## config.mk

```make
export PLATFORM = sky130hd
export DESIGN_NAME = cipher_dispatch
export DESIGN_NICKNAME = d
export VERILOG_FILES = /design/src/rtl/cipher_dispatch_pkg.sv /design/src/rtl/cipher_dispatch_fifo.sv /design/src/rtl/cipher_dispatch.sv
export SDC_FILE = /design/constraint.sdc
export NUM_CORES = 1
export LEC_CHECK = 0
export CORE_UTILIZATION = 30
export CTS_CLUSTER_DIAMETER = 60
export DETAILED_ROUTE_END_ITERATION = 12
export PLACE_DENSITY = 0.49
export SYNTH_ARGS = -nofsm -noshare
export SYNTH_HDL_FRONTEND = slang
export SYNTH_HIERARCHICAL = 1
export SYNTH_SLANG_ARGS = --single-unit
```

## constraint.sdc

```tcl
create_clock -name clk_sys -period 3.2 [get_ports clk_sys]
set_clock_uncertainty 0.15 [all_clocks]
set_input_delay 0.64 -clock clk_sys [delete_from_list [all_inputs] [get_ports clk_sys]]
set_output_delay 0.64 -clock clk_sys [all_outputs]
set_load 0.02 [all_outputs]
```

## src/rtl/cipher_dispatch_pkg.sv

```systemverilog
// Shared types and helper constants for the cipher dispatch block.
// Holds the serializer state encoding and the word/byte ratio helpers.
// No ports; imported by cipher_dispatch and cipher_dispatch_fifo.
package cipher_dispatch_pkg;

    typedef enum logic {
        IDLE = 1'b0,
        SEND = 1'b1
    } ser_state_e;

    // Number of bytes carried by one master word.
    function automatic int calc_ratio(input int mst_w, input int sys_w);
        return mst_w / sys_w;
    endfunction

    // Width of the byte index counter; never narrower than one bit.
    function automatic int calc_idx_w(input int ratio);
        return (ratio > 1) ? $clog2(ratio) : 1;
    endfunction

    localparam int DEF_MST_DWIDTH = 32;
    localparam int DEF_SYS_DWIDTH = 8;
    localparam int DEF_RATIO      = calc_ratio(DEF_MST_DWIDTH, DEF_SYS_DWIDTH);
    localparam int DEF_IDX_W      = calc_idx_w(DEF_RATIO);

endpackage

```

## src/rtl/cipher_dispatch_fifo.sv

```systemverilog
// Input word FIFO for the cipher dispatcher (power-of-two depth).
// Ports: push_i/wdata_i write side, pop_i/rdata_o read side (show-ahead),
// full_o (registered), empty_o, occ_o occupancy. Push while full is ignored.
module cipher_dispatch_fifo
    import cipher_dispatch_pkg::*;
#(
    parameter int WIDTH = DEF_MST_DWIDTH,
    parameter int DEPTH = 4
) (
    input  logic                     clk_sys,
    input  logic                     rst_n,
    input  logic                     push_i,
    input  logic [WIDTH-1:0]         wdata_i,
    input  logic                     pop_i,
    output logic [WIDTH-1:0]         rdata_o,
    output logic                     full_o,
    output logic                     empty_o,
    output logic [$clog2(DEPTH):0]   occ_o
);

    localparam int AW = $clog2(DEPTH);

    logic [WIDTH-1:0] mem_q [DEPTH];
    logic [AW-1:0]    wr_ptr_q;
    logic [AW-1:0]    rd_ptr_q;
    logic [AW:0]      occ_q;
    logic [AW:0]      occ_d;
    logic             full_q;
    logic             do_push;
    logic             do_pop;

    assign do_push = push_i && !full_q;
    assign do_pop  = pop_i && (occ_q != '0);

    // Push and pop together leave the count untouched.
    always_comb begin
        occ_d = occ_q;
        unique case ({do_push, do_pop})
            2'b10:   occ_d = occ_q + (AW+1)'(1);
            2'b01:   occ_d = occ_q - (AW+1)'(1);
            default: occ_d = occ_q;
        endcase
    end

    always_ff @(posedge clk_sys or negedge rst_n) begin
        if (!rst_n) begin
            for (int i = 0; i < DEPTH; i++) begin
                mem_q[i] <= '0;
            end
            wr_ptr_q <= '0;
            rd_ptr_q <= '0;
            occ_q    <= '0;
            full_q   <= 1'b0;
        end else begin
            if (do_push) begin
                mem_q[wr_ptr_q] <= wdata_i;
                wr_ptr_q        <= wr_ptr_q + AW'(1);
            end
            if (do_pop) begin
                rd_ptr_q <= rd_ptr_q + AW'(1);
            end
            occ_q  <= occ_d;
            // Full flag follows the registered count, so a pop in a full
            // cycle only releases it on the following cycle.
            full_q <= (occ_d == (AW+1)'(DEPTH));
        end
    end

    assign rdata_o = mem_q[rd_ptr_q];
    assign full_o  = full_q;
    assign empty_o = (occ_q == '0);
    assign occ_o   = occ_q;

endmodule

```

## src/rtl/cipher_dispatch.sv

```systemverilog
// Splits master words into bytes (MSB first) for NUM_CH cipher engines and
// merges the engine results back into one byte stream on data_o/valid_o.
// Ports: select/data_i/valid_i/busy word input, ch_* engine side,
// data_o/valid_o merged output, sel_error invalid-select pulse.
// Optional bypass channel (select == NUM_CH) enabled by CIPHER_DISPATCH_BYPASS_EN.
module cipher_dispatch
    import cipher_dispatch_pkg::*;
#(
    parameter int MST_DWIDTH = 32,
    parameter int SYS_DWIDTH = 8,
    parameter int NUM_CH     = 3,
    parameter int FIFO_DEPTH = 4,
    parameter int SEL_W      = 2
) (
    input  logic                         clk_sys,
    input  logic                         rst_n,
    input  logic [SEL_W-1:0]             select,
    input  logic [MST_DWIDTH-1:0]        data_i,
    input  logic                         valid_i,
    output logic                         busy,
    output logic [NUM_CH*SYS_DWIDTH-1:0] ch_data_o,
    output logic [NUM_CH-1:0]            ch_valid_o,
    input  logic [NUM_CH-1:0]            ch_busy_i,
    input  logic [NUM_CH*SYS_DWIDTH-1:0] ch_data_i,
    input  logic [NUM_CH-1:0]            ch_valid_i,
    output logic [SYS_DWIDTH-1:0]        data_o,
    output logic                         valid_o,
    output logic                         sel_error
);

    localparam int RATIO = calc_ratio(MST_DWIDTH, SYS_DWIDTH);
    localparam int IDX_W = calc_idx_w(RATIO);
    localparam logic [IDX_W-1:0] LAST_IDX = IDX_W'(RATIO - 1);
    localparam int OCC_W = $clog2(FIFO_DEPTH) + 1;

    // ------------------------------------------------------------------
    // Input FIFO
    // ------------------------------------------------------------------
    logic                  fifo_push;
    logic                  fifo_pop;
    logic [MST_DWIDTH-1:0] fifo_rdata;
    logic                  fifo_full;
    logic                  fifo_empty;
    logic [OCC_W-1:0]      fifo_occ;

    assign fifo_push = valid_i && !fifo_full;

    cipher_dispatch_fifo #(
        .WIDTH (MST_DWIDTH),
        .DEPTH (FIFO_DEPTH)
    ) u_fifo (
        .clk_sys (clk_sys),
        .rst_n   (rst_n),
        .push_i  (fifo_push),
        .wdata_i (data_i),
        .pop_i   (fifo_pop),
        .rdata_o (fifo_rdata),
        .full_o  (fifo_full),
        .empty_o (fifo_empty),
        .occ_o   (fifo_occ)
    );

    assign busy = fifo_full;

    assert property (@(posedge clk_sys) disable iff (!rst_n)
        (int'(fifo_occ) <= FIFO_DEPTH) && (busy == (int'(fifo_occ) == FIFO_DEPTH)));

    // ------------------------------------------------------------------
    // Select helpers
    // ------------------------------------------------------------------
    function automatic logic sel_valid(input logic [SEL_W-1:0] s);
`ifdef CIPHER_DISPATCH_BYPASS_EN
        return int'(s) <= NUM_CH;
`else
        return int'(s) < NUM_CH;
`endif
    endfunction

    // Busy of the addressed engine; the bypass path is never busy.
    function automatic logic sel_busy(input logic [SEL_W-1:0] s,
                                      input logic [NUM_CH-1:0] b);
        logic r;
        r = 1'b0;
        for (int k = 0; k < NUM_CH; k++) begin
            if (int'(s) == k) begin
                r = b[k];
            end
        end
        return r;
    endfunction

    // ------------------------------------------------------------------
    // Serializer
    // ------------------------------------------------------------------
    ser_state_e                   state_q, state_d;
    logic [MST_DWIDTH-1:0]        shreg_q, shreg_d;
    logic [IDX_W-1:0]             bidx_q, bidx_d;
    logic [SEL_W-1:0]             cur_sel_q, cur_sel_d;
    logic [SEL_W-1:0]             res_sel_q, res_sel_d;
    logic [NUM_CH*SYS_DWIDTH-1:0] ch_data_q, ch_data_d;
    logic [NUM_CH-1:0]            ch_valid_q, ch_valid_d;
    logic                         sel_err_q, sel_err_d;
    logic [SYS_DWIDTH-1:0]        data_q;
    logic                         valid_q;
    logic [SYS_DWIDTH-1:0]        cur_byte;
    logic                         take;
`ifdef CIPHER_DISPATCH_BYPASS_EN
    logic                         byp_vld_q, byp_vld_d;
    logic [SYS_DWIDTH-1:0]        byp_dat_q, byp_dat_d;
`endif

    assign cur_byte = shreg_q[MST_DWIDTH-1 -: SYS_DWIDTH];

    always_comb begin
        state_d    = state_q;
        shreg_d    = shreg_q;
        bidx_d     = bidx_q;
        cur_sel_d  = cur_sel_q;
        res_sel_d  = res_sel_q;
        ch_data_d  = ch_data_q;
        ch_valid_d = '0;
        sel_err_d  = 1'b0;
        fifo_pop   = 1'b0;
        take       = 1'b0;
`ifdef CIPHER_DISPATCH_BYPASS_EN
        byp_vld_d  = 1'b0;
        byp_dat_d  = byp_dat_q;
`endif

        unique case (state_q)
            IDLE: take = 1'b1;
            SEND: begin
                if (!sel_busy(cur_sel_q, ch_busy_i)) begin
`ifdef CIPHER_DISPATCH_BYPASS_EN
                    if (int'(cur_sel_q) == NUM_CH) begin
                        byp_vld_d = 1'b1;
                        byp_dat_d = cur_byte;
                    end
`endif
                    for (int k = 0; k < NUM_CH; k++) begin
                        if (int'(cur_sel_q) == k) begin
                            ch_valid_d[k] = 1'b1;
                            ch_data_d[k*SYS_DWIDTH +: SYS_DWIDTH] = cur_byte;
                        end
                    end
                    // Results are routed by the channel of the last byte
                    // sent, so the tail of a word survives a channel switch.
                    res_sel_d = cur_sel_q;
                    shreg_d   = shreg_q << SYS_DWIDTH;
                    bidx_d    = bidx_q + IDX_W'(1);
                    if (bidx_q == LAST_IDX) begin
                        state_d = IDLE;
                        take    = 1'b1;
                    end
                end
            end
            default: state_d = IDLE;
        endcase

        // A word stays queued while its target engine is busy, so buffered
        // words wait in the FIFO rather than in the shift register.
        if (take && !fifo_empty) begin
            if (!sel_valid(select)) begin
                fifo_pop  = 1'b1;
                sel_err_d = 1'b1;
            end else if (!sel_busy(select, ch_busy_i)) begin
                fifo_pop  = 1'b1;
                shreg_d   = fifo_rdata;
                bidx_d    = '0;
                cur_sel_d = select;
                state_d   = SEND;
            end
        end
    end

    // ------------------------------------------------------------------
    // Result merge
    // ------------------------------------------------------------------
    logic                  res_vld;
    logic [SYS_DWIDTH-1:0] res_dat;

    always_comb begin
        res_vld = 1'b0;
        res_dat = '0;
        for (int k = 0; k < NUM_CH; k++) begin
            if (int'(res_sel_q) == k) begin
                res_vld = ch_valid_i[k];
                res_dat = ch_data_i[k*SYS_DWIDTH +: SYS_DWIDTH];
            end
        end
`ifdef CIPHER_DISPATCH_BYPASS_EN
        if (int'(res_sel_q) == NUM_CH) begin
            res_vld = byp_vld_q;
            res_dat = byp_dat_q;
        end
`endif
    end

    always_ff @(posedge clk_sys or negedge rst_n) begin
        if (!rst_n) begin
            state_q    <= IDLE;
            shreg_q    <= '0;
            bidx_q     <= '0;
            cur_sel_q  <= '0;
            res_sel_q  <= '0;
            ch_data_q  <= '0;
            ch_valid_q <= '0;
            sel_err_q  <= 1'b0;
            data_q     <= '0;
            valid_q    <= 1'b0;
`ifdef CIPHER_DISPATCH_BYPASS_EN
            byp_vld_q  <= 1'b0;
            byp_dat_q  <= '0;
`endif
        end else begin
            state_q    <= state_d;
            shreg_q    <= shreg_d;
            bidx_q     <= bidx_d;
            cur_sel_q  <= cur_sel_d;
            res_sel_q  <= res_sel_d;
            ch_data_q  <= ch_data_d;
            ch_valid_q <= ch_valid_d;
            sel_err_q  <= sel_err_d;
            valid_q    <= res_vld;
            if (res_vld) begin
                data_q <= res_dat;
            end
`ifdef CIPHER_DISPATCH_BYPASS_EN
            byp_vld_q  <= byp_vld_d;
            byp_dat_q  <= byp_dat_d;
`endif
        end
    end

    assign ch_data_o  = ch_data_q;
    assign ch_valid_o = ch_valid_q;
    assign data_o     = data_q;
    assign valid_o    = valid_q;
    assign sel_error  = sel_err_q;

endmodule

```

; ---- Yosys cells after proc, flatten, opt, wreduce, memory -nomap -nowiden
; Index checks and enable logic that the tools add are counted.
[op_classes]
n_addsub = 5
magnitude_cmp = 4
n_eq_ne = 10
mux = 51
bitwise = 5
reduce_logical = 17
[ops]
columns = operator, n
row1 = $mux W32, 8
row2 = $bwmux W128, 1
row3 = $bmux W32 S2, 1
row4 = $demux W32 S2, 1
row5 = $mux W1, 28
row6 = $mux W8, 3
row7 = $eq A2 B2 Y1 const B, 8
row8 = $reduce_and A3 Y1, 4
row9 = $mux W2, 5
row10 = $add A2 B1 Y2 const B, 3
row11 = $ge A3 B3 Y1 const B, 2
row12 = $logic_not A2 Y1, 3
row13 = $mux W3, 2
row14 = $not A2 Y3, 2
row15 = $pmux W3 S2, 1
row16 = $logic_and A1 B1 Y1, 5
row17 = $add A3 B1 Y3 const B, 1
row18 = $eq A3 B3 Y1 const B, 1
row19 = $logic_not A3 Y1, 1
row20 = $lt A3 B1 Y1 const B, 1
row21 = $not A1 Y1, 3
row22 = $reduce_bool A3 Y1, 1
row23 = $sub A3 B1 Y3 const B, 1
row24 = $eq A2 B1 Y1 const B, 1
row25 = 4 further kinds, 5
[totals]
register_bits = 212
in_bits = 67
wordCells = 112

; ---- Logic depth before layout (Yosys ltp)
[depth]
ltp_word = 16
ltp_mapped = 12
ltp_nobuf = 12

; ---- Hierarchy
; The synthesis kept the hierarchy.
[modules_own_cells]
columns = mod, n_inst, cells_each, area_per_inst_um2
row1 = cipher_dispatch_fifo, 1, 349, 6635.1
row2 = cipher_dispatch, 1, 258, 3569.7

; ---- Worst setup path before layout
; No wires, ideal clock.
[synth_path]
path_kind = input -> register
start = in ch_busy_i[0]
end = reg u_fifo.full_q, in the netlist u_fifo/full_o
setup_time_ns = 0.094
arrival_ns = 2.949
t_required_ns = 2.956
slack_ns = 0.007
cell_stages = 11
n_path_buf = 0
path_cell_list = mux2i_4 > a221oi_2 > or4_1 > inv_1 > o31a_1 > ha_1 > inv_1 > fa_1 > xor2_1 > or3_1 > a211oi_1
[synth_via]
elab_chain_len = 12
[synth_rtl]
columns = item, line
row1 = from (decl), cipher_dispatch.sv:23  ; input logic [NUM_CH-1:0] ch_busy_i,
row2 = $mux W1 (3 in series), cipher_dispatch.sv:85  ; if (int'(s) == k) begin
row3 = "$mux W1, on equally long branches", "cipher_dispatch.sv:130, cipher_dispatch.sv:163"
row4 = "$mux W1, on equally long branches", "cipher_dispatch.sv:133, cipher_dispatch.sv:162"
row5 = $pmux W1 S2 or $mux W1 (tied branches), "cipher_dispatch.sv:130, cipher_dispatch.sv:166"
row6 = $logic_and A1 B1 Y1 or $mux W1 (tied branches), "cipher_dispatch.sv:162, cipher_dispatch.sv:163"
row7 = $mux W1 (*), cipher_dispatch.sv:162  ; if (take && !fifo_empty) begin
row8 = via fifo_pop, cipher_dispatch.sv:40  ; logic fifo_pop;
row9 = $logic_and A1 B1 Y1 (*), cipher_dispatch_fifo.sv:33  ; assign do_pop = pop_i && (occ_q != '0);
row10 = via u_fifo.do_pop, cipher_dispatch_fifo.sv:30  ; logic do_pop;
row11 = $eq A2 B1 Y1 or $eq A2 B2 Y1 (tied branches), cipher_dispatch_fifo.sv:38  ; unique case ({do_push, do_pop})
row12 = $pmux W3 S2 (*), cipher_dispatch_fifo.sv:38
row13 = $eq A3 B3 Y1 (*), cipher_dispatch_fifo.sv:65  ; full_q <= (occ_d == (AW+1)'(DEPTH));
row14 = to (signal assigned), cipher_dispatch_fifo.sv:65
row15 = to (decl), cipher_dispatch_fifo.sv:28  ; logic full_q;
; Mark *: on every way through the listed nets, which the timed path passes. The rest lies on a longest branch. The select of a mux whose other input is x is not followed.
; A chain may end at the register's enable or synchronous reset.

; ---- Worst setup path after layout
[layout_path]
start = reg cur_sel_q[0]
end = reg u_fifo.full_q, in the netlist u_fifo/full_o
[layout_via]
elab_chain_len = 13
[layout_rtl]
columns = item, line
row1 = from (decl), cipher_dispatch.sv:98  ; logic [SEL_W-1:0] cur_sel_q, cur_sel_d;
row2 = from (signal assigned), cipher_dispatch.sv:219  ; cur_sel_q <= cur_sel_d;
row3 = $logic_not A2 Y1, cipher_dispatch.sv:85
row4 = $mux W1 (2 in series), cipher_dispatch.sv:85
row5 = $mux W1 (*), cipher_dispatch.sv:85
row6 = $mux W1 (*), cipher_dispatch.sv:130  ; unique case (state_q)
row7 = $mux W1 (*), cipher_dispatch.sv:133  ; if (!sel_busy(cur_sel_q, ch_busy_i)) begin
row8 = $pmux W1 S2 (*), cipher_dispatch.sv:130
row9 = $logic_and A1 B1 Y1 (*), cipher_dispatch.sv:162
row10 = $mux W1 (*), cipher_dispatch.sv:162
row11 = via fifo_pop, cipher_dispatch.sv:40
row12 = $logic_and A1 B1 Y1 (*), cipher_dispatch_fifo.sv:33
row13 = via u_fifo.do_pop, cipher_dispatch_fifo.sv:30
row14 = $eq A2 B1 Y1 or $eq A2 B2 Y1 (tied branches), cipher_dispatch_fifo.sv:38
row15 = $pmux W3 S2 (*), cipher_dispatch_fifo.sv:38
row16 = $eq A3 B3 Y1 (*), cipher_dispatch_fifo.sv:65
; Marked as above.

==> results.env <==
STATUS='finished, final reports clean'
CPPEAKSTAGEDELAY_PS=530
R2R_SETUP_SLACK_PS=120
REPORT.FINAL.SLEW_VIOL_COUNT=0
R2R_END='u_fifo/full_o$_DFF_PN0_'
CTS_HOLD_REPAIR.BUFFERS=0
CRITICAL_PATH.CELL_CHAIN='mux2i_4 -> a221oi_2 -> or4_4 -> inv_1 -> o31a_1 -> ha_2 -> inv_1 -> fa_2 -> xor2_1 -> or3_4 -> a211oi_2'
MAX_CAP_VIOL_COUNT=0
CELL_ROW_COUNT=67
CLOCK_LATENCY_PS=520
LEAKAGE_nW=5.840
NUM-FILL-CELLS=3145
CLOCK_TREE.ROOT_CELL='sky130_fd_sc_hd__clkbuf_16'
YS_FF_LATCH=212
DETAIL_ROUTE.WL_PER_CELL_UM=18.79
ANT_NETS=0
SYNTH_ENABLE_FLOP_CELLS=0
CLOCK_SINK_COUNT=212
ROUTE.DETAILED.VIAS_PER_INST=4.540
NET_COUNT_AFTER_SYNTHESIS=681
DRCVIOLATIONCOUNT=0
DP_HPWL_UM=14430
FINAL-SETUP-VIOL-COUNT=0
TOP_FLIP_FLOP_CELL_BY_INSTANCE_COUNT_AFTER_SYNTHESIS='sky130_fd_sc_hd__dfrtp_1'
FLOORPLAN.DIE.HEIGHT_UM=186.4
COREAREA_SQ_MM=0.03353
FINAL_CELL_UTILIZATION_OF_THE_CORE_PCT=37.39
VDD.IR_DROP.WORST_mV=0.4653
DRTITER0DRC=171
POWER.CLOCK.FRACTION_PCT=21.0
DIE-AREA_SQ_MM=0.03476
DRIVE_GT1_SHARE_PCT=43.35
R2R_CELLS=11
YOSYSSEQAREASHARE_PCT=51.99
LAYOUT_COMMONEST_CELL='sky130_fd_sc_hd__dfrtp_1'
FIRST_GLOBAL_VIAS=6121
FINALHOLDVIOLCOUNT=0
IO_BUFFER_COUNT=104
GR-USAGE-ALL-LAYERS_PCT=13.22
PERIOD_NEEDED_PS=3080
SYNTHCELLS=607
INTERNAL_POWER_mW=9.339
YOSYSTOPAREACELL='sky130_fd_sc_hd__dfrtp_1'
TIMING.CRITICAL_PATH.FROM_TYPE='flop'
BOUNDARYPINS=105
START_UTIL_PCT=30.43
SWITCHINGPOWER_mW=4.193
PERIOD_SHARE_PCT=96.25
DIE_WIDTH_UM=186.4
WL_UM=22550
SEQ_POWER_SHARE_PCT=35.9
POWER_DENSITY_mW_PER_MM2=1079
CTS_TREE='yes'
CRITPATHMAXFANOUT=3
SYN_AREA_SQ_MM=0.01020
PLACE.GP.CONGESTION=0.8296
LAYOUT_COMMON_CELLS='sky130_fd_sc_hd__dfrtp_1, sky130_fd_sc_hd__mux2_4, sky130_fd_sc_hd__clkdlybuf4s50_1'
CTS.CLK_SLEW.WORST_PATHS_PS=60
POWER_SWITCHING_SHARE_PCT=30.99
WORST_SETUP_END_KIND='flop'
PLACE_AREA_SQ_MM=0.01168
TIMING.RR.START='cur_sel_q[0]$_DFFE_PN0P_'
WORST_PIN_SLEW_PS=723.9
GLOBAL_ROUTE_WIRE_LENGTH_BEFORE_REPAIR_UM=36650
TIMING.CRITICAL_PATH.ARRIVAL_PS=3360
PATH_COMMON_CELL='sky130_fd_sc_hd__inv_1'
POSTSYNTH.ASYNCRESETSHARE_PCT=100.0
POST-SYNTH-TOP-AREA-FRACTION_PCT=51.99
FINALINSTANCEAREA_SQ_MM=0.01254
MAX_CLOCK_FREQ_MHz=324.7
CLOCKBUFFERDEPTH=3
POSTCTSSETUPBUFFERS=0
CTS_BUFFERS=26
POWER.SHARE.COMBINATIONAL_PCT=43.2
FIRSTDRTPASSITERS=4
MIN_PATH_TYPE='in2async'
GRT.OVERFLOW.TOTAL=0
NNETSFINAL=808
LARGEST_NET_DEGREE_AT_THE_START_OF_GLOBAL_ROUTING=80
SYNTH.AVG_CELL_AREA_SQ_UM=16.81
ROUTED-VIA-COUNT=5448
SYNTH_TOP_CELLS_BY_AREA='sky130_fd_sc_hd__dfrtp_1, sky130_fd_sc_hd__mux2_4, sky130_fd_sc_hd__mux2_2'
N_ANTENNA_CELL=0
AREAGROWTHSYNTHTOFINISH_PCT=22.85
TIMING.SLEW.HEADROOM_PCT=51.42
WORSTPATHREQUIRED_PS=3480
YOSYS_WARNINGS=6
ANTENNA_FOUND_INITIAL=1
CRIT_SLOWEST_CELL='sky130_fd_sc_hd__or4_4'
CTSHTREEMAXLEVEL=1
SYNTHDISTINCTLIBCELLS=40
TIMING.SETUP.CRITICAL_PATH_CLASS='reg2reg'
## registers in the layout, summed over array words and instances, names as in the netlist
| name | cells |
|---|---|
| u_fifo/mem_q | 128 |
| shreg_q | 32 |
| ch_data_o | 24 |
| data_o | 8 |
| ch_valid_o | 3 |
| u_fifo/occ_o | 3 |
| bidx_q | 2 |
| cur_sel_q | 2 |
| res_sel_q | 2 |
| u_fifo/rd_ptr_q | 2 |
| u_fifo/wr_ptr_q | 2 |
| sel_error | 1 |
| state_q | 1 |
| u_fifo/full_o | 1 |
| valid_o | 1 |
## how the worst max path moves through the flow
stage	startpoint	endpoint	cells past startpoint
after CTS	select[0]	u_fifo/full_o$_DFF_PN0_	12
after floorplan	ch_busy_i[0]	u_fifo/full_o$_DFF_PN0_	11
after global placement	ch_busy_i[0]	u_fifo/full_o$_DFF_PN0_	12
after detailed placement	ch_busy_i[0]	u_fifo/full_o$_DFF_PN0_	12
final	cur_sel_q[0]$_DFFE_PN0P_	u_fifo/full_o$_DFF_PN0_	11
after global routing	cur_sel_q[0]$_DFFE_PN0P_	u_fifo/full_o$_DFF_PN0_	11
## cell type report
class / instances / area, sq um / area share, %
clock buffers: 39 / 729.5 / 5.818
clock inverters: 7 / 102.6 / 0.8184
inverters: 18 / 67.56 / 0.5389
multi-input cells: 344 / 4451 / 35.50
flip-flops and latches: 212 / 5306 / 42.33
well taps: 448 / 560.5 / 4.471
repair buffers: 132 / 1320 / 10.53
## power groups by stage
| stage | clock (mW) | sequential [mW] | combinational (mW) |
|---|---|---|---|
| global placement | 0 | 4.78 | 5.79 |
| global route | 3.07 | 5.02 | 6.28 |
| finish | 2.84 | 4.85 | 5.84 |
| floorplan | 0 | 4.75 | 4.47 |
| CTS | 2.93 | 4.86 | 5.92 |
| detailed placement | 0 | 4.89 | 5.90 |
## cells by family (layout without fill, tap and decap cells)
kind of cell | count (synthesis) | count (layout) | synth area share, %
AOI/OAI and AO/OA | 21 | 21 | 1.386
buffers and inverters | 51 | 196 | 4.696
xor gates and xnor gates | 6 | 6 | 0.5150
DFF | 212 | 212 | 51.99
and+or+nand+nor | 49 | 49 | 3.237
muxes | 261 | 261 | 37.25
adders and majority gates | 7 | 7 | 0.9318
## through the flow
stage	hold slack [ps]	worst slack (ps)	setup TNS (ps)	power, mW	std cells
after global routing	58.81	-0.2791	-0.2791	14.37	1200
after CTS	25.67	0.3997	0	13.71	1200
final	9.180	119.9	0	13.53	1200
after detailed placement	339.2	-624.0	-1160	10.79	1154
after floorplan	194.4	6.968	0	9.219	607
after global placement	333.6	-509.5	-864.3	10.57	1154
## synthesized netlist by cell type (4+ instances only)
library cell and n:
sky130_fd_sc_hd__buf_6 5, sky130_fd_sc_hd__dfrtp_1 212, sky130_fd_sc_hd__buf_2 9, sky130_fd_sc_hd__clkbuf_1 4
sky130_fd_sc_hd__mux2_4 137, sky130_fd_sc_hd__buf_12 14, sky130_fd_sc_hd__ha_1 6, sky130_fd_sc_hd__mux4_2 32
sky130_fd_sc_hd__mux2_2 72, sky130_fd_sc_hd__mux2i_1 19, sky130_fd_sc_hd__nand2_1 24, sky130_fd_sc_hd__o21ai_0 12
sky130_fd_sc_hd__xnor2_1 4, sky130_fd_sc_hd__nand2_8 4, sky130_fd_sc_hd__inv_1 18
## routing by layer
| layer | part of all wire [%] | GRT usage (%) | up-vias |
|---|---|---|---|
| li1 | - | - | 2445 |
| met4 | 1.8 | 2.702 | 2 |
| met5 | 0.058 | 0 | - |
| met3 | 5.2 | 2.802 | 29 |
| met1 | 46 | 18.08 | 2841 |
| met2 | 47 | 21.57 | 131 |
## timing repair
item / in CTS / in global routing
resized for setup: 3 / 7
gates cloned: 0 / 0
setup endpoints to repair: 1 / 1
## critical path: cells and delay by family (launching register included)
kind | cells | cell delay (ps)
compound gates | 3 | 470
fa+ha+maj | 2 | 520
xor+xnor | 1 | 160
simple gates | 2 | 870
buf+inv | 2 | 130
flops | 1 | 420
mux | 1 | 270
Note: power is estimated with default switching activity, not from simulation.
